--- src/rtl/gpu_pkg.sv ---
// Shared types and limits for the GPU buffering blocks.
package gpu_pkg;

  typedef logic [7:0] warp_reg_t;

  localparam int MCB_MAX_CH = 16;

  // Index width for n items, never narrower than one bit.
  function automatic int chanWidth(input int n);
    return (n > 1) ? $clog2(n) : 1;
  endfunction

endpackage

--- src/rtl/rr_arbiter.sv ---
// Round-robin arbiter: one-hot grant to the first requester after the last-served index.
module rr_arbiter
  import gpu_pkg::*;
#(
  parameter int N = 4,
  localparam int IW = chanWidth(N)
) (
  input  logic         clk,
  input  logic         rst,
  input  logic [N-1:0] req_i,
  input  logic         en_i,
  output logic [N-1:0] gnt_o
);

  logic [IW-1:0] last_q, last_d;
  logic [IW-1:0] idxV;
  logic          found;
  int            idx;

  always_comb begin
    gnt_o  = '0;
    last_d = last_q;
    found  = 1'b0;
    idx    = 0;
    idxV   = '0;
    for (int k = 1; k <= N; k++) begin
      idx = int'(last_q) + k;
      if (idx >= N) idx = idx - N;
      idxV = IW'(idx);
      if (!found && req_i[idxV]) begin
        found       = 1'b1;
        gnt_o[idxV] = 1'b1;
        if (en_i) last_d = idxV;
      end
    end
  end

  // Start pointing at the top index so index 0 is served first after reset.
  always_ff @(posedge clk or negedge rst) begin
    if (!rst) last_q <= IW'(N - 1);
    else      last_q <= last_d;
  end

endmodule

--- src/rtl/multi_circular_buffer.sv ---
// NUM_CH independent circular queues sharing one registered output port.
// Define MCB_RR_POP_EN to enable the round-robin pop_any path.
module multi_circular_buffer
  import gpu_pkg::*;
#(
  parameter type T         = warp_reg_t,
  parameter int  NUM_CH    = 4,
  parameter int  DEPTH     = 8,
  parameter int  AF_THRESH = DEPTH - 1,
  localparam int CW   = chanWidth(NUM_CH),
  localparam int PW   = $clog2(DEPTH),
  localparam int CNTW = $clog2(DEPTH + 1),
  localparam int DW   = $bits(T)
) (
  input  logic                   clk,
  input  logic                   rst,
  input  logic                   push_buffer,
  input  logic [CW-1:0]          push_ch,
  input  logic [DW-1:0]          data_in,
  input  logic                   pop_buffer,
  input  logic                   read_buffer,
  input  logic [CW-1:0]          pop_ch,
  input  logic                   pop_any,
  output logic [DW-1:0]          data_out,
  output logic                   data_valid,
  output logic [CW-1:0]          out_ch,
  output logic [NUM_CH-1:0]      at_capacity,
  output logic [NUM_CH-1:0]      empty,
  output logic [NUM_CH-1:0]      almost_full,
  output logic [NUM_CH*CNTW-1:0] count,
  output logic                   overflow,
  output logic                   underflow
);

  T               mem_q   [NUM_CH][DEPTH];
  logic [PW-1:0]  head_q  [NUM_CH];
  logic [PW-1:0]  head_d  [NUM_CH];
  logic [PW-1:0]  tail_q  [NUM_CH];
  logic [PW-1:0]  tail_d  [NUM_CH];
  logic [CNTW-1:0] count_q [NUM_CH];
  logic [CNTW-1:0] count_d [NUM_CH];

  logic [DW-1:0] dataOut_q, dataOut_d;
  logic          dataValid_q, dataValid_d;
  logic [CW-1:0] outCh_q, outCh_d;
  logic          overflow_q, overflow_d;
  logic          underflow_q, underflow_d;

  logic          rrMode;
  logic          rrAny;
  logic [CW-1:0] rrCh;

`ifdef MCB_RR_POP_EN
  logic [NUM_CH-1:0] notEmpty;
  logic [NUM_CH-1:0] rrGnt;

  always_comb begin
    notEmpty = '0;
    rrCh     = '0;
    for (int i = 0; i < NUM_CH; i++) begin
      notEmpty[i] = (count_q[i] != '0);
      if (rrGnt[i]) rrCh = CW'(i);
    end
  end

  rr_arbiter #(.N(NUM_CH)) u_rrArbiter (
    .clk   (clk),
    .rst   (rst),
    .req_i (notEmpty),
    .en_i  (pop_any),
    .gnt_o (rrGnt)
  );

  assign rrMode = pop_any;
  assign rrAny  = |notEmpty;
`else
  logic unusedPopAny;
  assign unusedPopAny = pop_any;
  assign rrMode       = 1'b0;
  assign rrAny        = 1'b0;
  assign rrCh         = '0;
`endif

  logic [CW-1:0] popCh;
  logic          popReq, popIsTake, popChOk, popHit, popTake;
  logic          pushChOk, pushHit, userReq;
  logic          inc, dec;

  // A pop frees a slot in the same cycle, so a full channel may accept a push alongside it.
  always_comb begin
    popCh     = rrMode ? rrCh : pop_ch;
    popReq    = rrMode ? rrAny : (pop_buffer | read_buffer);
    popIsTake = rrMode ? 1'b1 : pop_buffer;
    userReq   = !rrMode && (pop_buffer || read_buffer);
    popChOk   = int'(popCh) < NUM_CH;
    popHit    = popReq && popChOk && (count_q[popCh] != '0);
    popTake   = popHit && popIsTake;
    pushChOk  = int'(push_ch) < NUM_CH;
    pushHit   = push_buffer && pushChOk &&
                ((count_q[push_ch] != CNTW'(DEPTH)) || (popTake && (popCh == push_ch)));

    inc = 1'b0;
    dec = 1'b0;
    for (int i = 0; i < NUM_CH; i++) begin
      inc        = pushHit && (push_ch == CW'(i));
      dec        = popTake && (popCh == CW'(i));
      head_d[i]  = dec ? head_q[i] + 1'b1 : head_q[i];
      tail_d[i]  = inc ? tail_q[i] + 1'b1 : tail_q[i];
      count_d[i] = count_q[i] + {{(CNTW-1){1'b0}}, inc} - {{(CNTW-1){1'b0}}, dec};
    end

    dataOut_d   = popHit ? mem_q[popCh][head_q[popCh]] : dataOut_q;
    dataValid_d = popHit;
    outCh_d     = popHit ? popCh : outCh_q;
    overflow_d  = overflow_q | (push_buffer && pushChOk && !pushHit);
    underflow_d = underflow_q | (userReq && !popHit);
  end

  always_ff @(posedge clk or negedge rst) begin
    if (!rst) begin
      for (int i = 0; i < NUM_CH; i++) begin
        head_q[i]  <= '0;
        tail_q[i]  <= '0;
        count_q[i] <= '0;
      end
      dataOut_q   <= '0;
      dataValid_q <= 1'b0;
      outCh_q     <= '0;
      overflow_q  <= 1'b0;
      underflow_q <= 1'b0;
    end else begin
      for (int i = 0; i < NUM_CH; i++) begin
        head_q[i]  <= head_d[i];
        tail_q[i]  <= tail_d[i];
        count_q[i] <= count_d[i];
      end
      dataOut_q   <= dataOut_d;
      dataValid_q <= dataValid_d;
      outCh_q     <= outCh_d;
      overflow_q  <= overflow_d;
      underflow_q <= underflow_d;
    end
  end

  // Storage is not reset; occupancy alone decides what is valid.
  always_ff @(posedge clk) begin
    if (pushHit) mem_q[push_ch][tail_q[push_ch]] <= data_in;
  end

  always_comb begin
    for (int i = 0; i < NUM_CH; i++) begin
      at_capacity[i]             = (count_q[i] == CNTW'(DEPTH));
      empty[i]                   = (count_q[i] == '0);
      almost_full[i]             = (count_q[i] >= CNTW'(AF_THRESH));
      count[i*CNTW +: CNTW]      = count_q[i];
    end
  end

  assign data_out   = dataOut_q;
  assign data_valid = dataValid_q;
  assign out_ch     = outCh_q;
  assign overflow   = overflow_q;
  assign underflow  = underflow_q;

endmodule
--- config.mk ---
export PLATFORM = sky130hd
export DESIGN_NAME = multi_circular_buffer
export DESIGN_NICKNAME = d
export VERILOG_FILES = /design/src/rtl/gpu_pkg.sv /design/src/rtl/rr_arbiter.sv /design/src/rtl/multi_circular_buffer.sv
export SDC_FILE = /design/constraint.sdc
export NUM_CORES = 1
export LEC_CHECK = 0
export BUFFER_PORTS_ARGS = -buffer_cell sky130_fd_sc_hd__buf_2
export CORE_MARGIN = 3
export CORE_UTILIZATION = 55
export CTS_BUF_LIST = sky130_fd_sc_hd__clkbuf_8 sky130_fd_sc_hd__clkbuf_16
export DETAILED_ROUTE_END_ITERATION = 12
export GPL_TIMING_DRIVEN = 0
export PLACE_DENSITY = 0.81
export SYNTH_ARGS = -nofsm -noshare
export SYNTH_HDL_FRONTEND = slang
export SYNTH_SLANG_ARGS = --single-unit
export TNS_END_PERCENT = 10
--- constraint.sdc ---
create_clock -name clk -period 2.7 [get_ports clk]
set_clock_uncertainty 0.05 [all_clocks]
set_input_delay 0.27 -clock clk [delete_from_list [all_inputs] [get_ports clk]]
set_output_delay 0.27 -clock clk [all_outputs]
set_load 0.05 [all_outputs]
### Word-level counts from Yosys, hierarchy flattened

Memories as Yosys holds them, arrays and structs flattened.
Index checks and enable logic that the tools add are counted.

* bitwise logic cells: 7
* $mul: 0
* multiplexer cells: 19
* $add $sub $neg: 16
* divide/modulo/power cells: 0
* magnitude comparators: 9
* reduce and logical (&&, ||, !) cells: 26
* shift operators: 0
* eq/ne operators: 12

Operators by type and width (number)
* $mux 64: 1
* $add 3x1->3 const B: 8
* $bmux 8 s3: 1
* $demux 8 s3: 1
* $mux 8: 3
* $add 4x1->4: 4
* $bmux 4 s2: 2
* $eq 4x4->1 const B: 4
* $ge 4x3->1 const B: 4
* $logic_not 4->1: 4
* $mux 4: 4
* $sub 4x1->4: 4
* $logic_and 1x1->1: 15
* $bmux 3 s2: 2
* $mux 3: 4
* $eq 2x2->1 const B: 4
* $ge 4x4->1 const B: 2
* $not 3->4: 2
* $ge 3x3->1 const B: 2
* $not 2->3: 2
* $eq 2x1->1 const B: 2
* $logic_not 2->1: 2
* $lt 4x1->1 const B: 1
* $ne 4x4->1 const B: 1
* other kinds (6): 10

* latch bits: 0
* input port bits: 18
* memories kept: 1
* memory bits (writable): 256
* memory bits (read-only): 0
* output and inout port bits: 41
* register bits after elaboration: 53

Memories
* mem_q: depth 4, bits a word 64, rd ports 1, clocked after memory_dff 0, wr ports 1, line multi_circular_buffer.sv:35 `T mem_q [NUM_CH][DEPTH];`

### Longest topological paths before layout

* word-level depth: 13
* depth in mapped cells: 14
* mapped depth without buffers: 11

### Worst setup path before layout

OpenSTA, ideal clock, no wires.

* kind: reg2reg
* from: register count_q, in the netlist count[9]
* to: register count_q, in the netlist count[10]
* setup slack: -0.204 ns
* cell stages (with the launch flop): 12
* arrival: 2.732 ns
* period minus slack after synthesis: 2.904 ns
* data required time: 2.527 ns
* path through: dfrtp_1 or3_1 o221a_1 o21ai_2 a21boi_1 inv_1 ha_1 inv_1 ha_1 inv_1 fa_1 xnor2_1

RTL lines
* from (decl): line multi_circular_buffer.sv:40 `logic [CNTW-1:0] count_q [NUM_CH];`
* from (signal, indexed assignment): line multi_circular_buffer.sv:135 `count_q[i] <= count_d[i];`

==> reports/qor.csv <==
metric,value,unit
tightest_slew,1230,ps
gp_congestion,0.853,
synth_cell_types,48,
start_util,0.567,
p_leak,5.28,nW
arrival,3150,ps
ir_drop,0.727,mV
clock_latency,540,ps
crit_path_end_kind,flop,
nets,861,
drt_iter0_drc,800,
cts_made_buffers,29,
multi_input_area,3920,sq um
setup_slack,-59.0,ps
postSynthCellCount,705,
finalCritPeriodShare,1.02,
n_fill_cell,1512,
final_core_util,0.652,
min_period,2760,ps
drive_gt1_frac,0.352,
overflow,0,
vias,6837,
setup_violations,45,
fin_setup_tns,-912,ps
seq_area,9030,sq um
syn_nets,763,
grt_pass1_vias,7134,
routed_wl,27300,um
synth_edf_count,256,
synth_top_cell_area_share,0.590,
antenna_left,0,
drv_cap,0,
dieArea,25600,sq um
syn_area,13000,sq um
async_flop_share,0.172,
required,3090,ps
wl_met2,14300,um
wl_per_cell,24.0,um
cts_tree,yes,
die_w,160,um
num_rows,55,
stdcell_count,1139,
yosys_most_used_dff,edfxtp_1,
die_h,160,um
synth_seq_area_share,0.692,
power.net_switching,4.90,mW
highest_layer,met4,
grt_util_all_layers,0.217,
status,"finished, violations left",
drv_slew,0,
htree_levels,1,
max_slew_margin,0.179,
place_ws,-398,ps
cts.path.max_buffers,3,
dp_cells,1073,
p_total,14.5,mW
io_buffers,55,
clkPwrFrac,0.276,
dpl.hpwl,18400,um
violations,negative setup slack,
internal_power,9.56,mW
met1_length,10600,um
ys_ff_latch,309,
syn2layout_area_growth,15.0,%
p_sw_frac,0.339,
clk_pin_slew,70,ps
synth_area_leader_cell,edfxtp_1,
antenna-diode-count,0,
crit_type,flop to flop,
viasPerCell,6.00,
clock.fmax,0.362,GHz
hold_viol,0,
synth_area_leaders,"edfxtp_1 (59%), mux4_2 (12%), dfrtp_1 (10%)",
worstHoldPathType,primary input to flop,
root_buffer,clkbuf_16,
cp_max_fo,5,
powerDensity,965,nW/um^2
critPathLaunchType,flop,
grt_max_degree,54,
cts.sinks,309,
core_area,23000,sq um
wl_met3,1710,um
grt_pass1_wl,42500,um
combPwrFrac,0.292,
rsz0062_at_grt,true,
drc,0,
power_frac_seq,0.431,
ios,59,
drt_first_pass_iters,5,
antenna_found_initial,0,
avgSynthCellArea,18.5,sq um
yosys_warnings,0,
==> area by class of cell <==
type / count / area share
buffer: 26 / 0.0118
sequential: 309 / 0.603
clock buffer: 30 / 0.0493
multi-input combinational: 334 / 0.262
timing repair buffer: 69 / 0.0259
tap: 313 / 0.0261
inverter: 34 / 0.00851
clock inverter: 24 / 0.0141
==> state kept, by name (all words and copies together) (netlist names) <==
register	count
underflow	1
data_valid	1
mem_q	256
out_ch	2
data_out	8
head_q	12
overflow	1
count	16
tail_q	12
==> power by group through the flow <==
stage	sequential, mW	combinational [mW]	clock [mW]
2_1_floorplan	6.90	2.25	0
3_3_place_gp	6.29	3.78	0
3_5_place_dp	6.34	3.94	0
4_1_cts	6.22	4.09	4.02
5_1_grt	6.30	4.55	4.24
6_report	6.24	4.23	3.99
==> final timing paths <==
| check | cells past startpoint | slack [ps] | to | start |
|---|---|---|---|---|
| setup / recovery | 11 | -60 | count[13] | count[9] |
| hold / removal | 3 | 20 | underflow | pop_buffer |
| setup reg to reg | 11 | -60 | count[13] | count[9] |
| hold reg to reg | 1 | 420 | head_q[11] | head_q[11] |
| max in group asynchronous | 2 | 1270 | count[2] | rst |
| min in group asynchronous | 2 | 490 | count[4] | rst |
==> Yosys cell counts (2+ instances only) <==
library cell and n:
ha_1 36, and2_1 2, nor3_1 2, buf_6 5, o21ai_1 2, buf_2 9, o22ai_1 9, o21ai_2 4
mux2_2 26, buf_1 3, nand2b_1 4, nor2_1 39, xnor2_1 11, inv_1 34, a221o_1 9, nand3_1 4
nand2_1 26, nor3b_1 8, mux4_2 69, or3_1 4, clkbuf_1 5, dfrtp_1 53, a21o_1 4, mux2i_1 17
a21boi_1 4, xor2_1 15, and4_1 2, fa_1 4, a21oi_1 4, nor2b_1 4, o21ai_0 7, edfxtp_1 256
a2bb2oi_1 2, buf_4 5, o211ai_1 4
==> through the flow <==
step	hold WS (ps)	cell area, sq um
2_1_floorplan	-75.6	13100
3_3_place_gp	406	13800
3_5_place_dp	415	13800
4_1_cts	3.45	14900
5_1_grt	10.2	15000
6_report	16.8	15000
==> kinds of logic (layout without fill, tap and decap cells) <==
family	Yosys count	count (layout)	share of synthesized area
mux	112	112	0.155
xor+xnor	26	26	0.0175
fa+ha+maj	40	40	0.0407
simple gates	100	100	0.0377
flops	309	309	0.692
buf+inv	62	183	0.0239
compound gates	56	56	0.0335
==> per-layer routing <==
| metal | GRT usage | vias to the layer above |
|---|---|---|
| met5 | 0 | - |
| met4 | 0.0607 | 0 |
| met3 | 0.0291 | 44 |
| met2 | 0.375 | 269 |
| met1 | 0.294 | 3562 |
| li1 | - | 2962 |
==> what timing repair did <==
item                       4_1_cts  5_1_grt
setup endpoints to repair       52      146
hold buffers                     3        0
hold endpoints to repair        55        0
setup buffers                    7        4
pin swaps                        6        7
gates resized for setup          7       31
==> critical path: stages, from the launching register on <==
cell and delay, ps:
dfrtp_2 410, or3_4 420, o221a_4 290, o21ai_4 280
a21boi_4 100, inv_1 70, ha_1 220, inv_1 60
ha_2 180, inv_2 40, fa_2 520, inv_2 30
==> layout by cell type (no fill, tap or decap), drive strengths merged, types with 5 or more instances in the layout <==
master	count
a21boi	5
a221o	9
buf	89
clkbuf	33
clkinv	14
dfrtp	53
edfxtp	256
ha	36
inv	38
mux2	26
mux2i	17
mux4	69
nand2	26
nor2	39
nor3b	8
o211ai	5
o21ai	13
o22ai	9
xnor2	11
xor2	15
(Power assumes the default switching activity.)
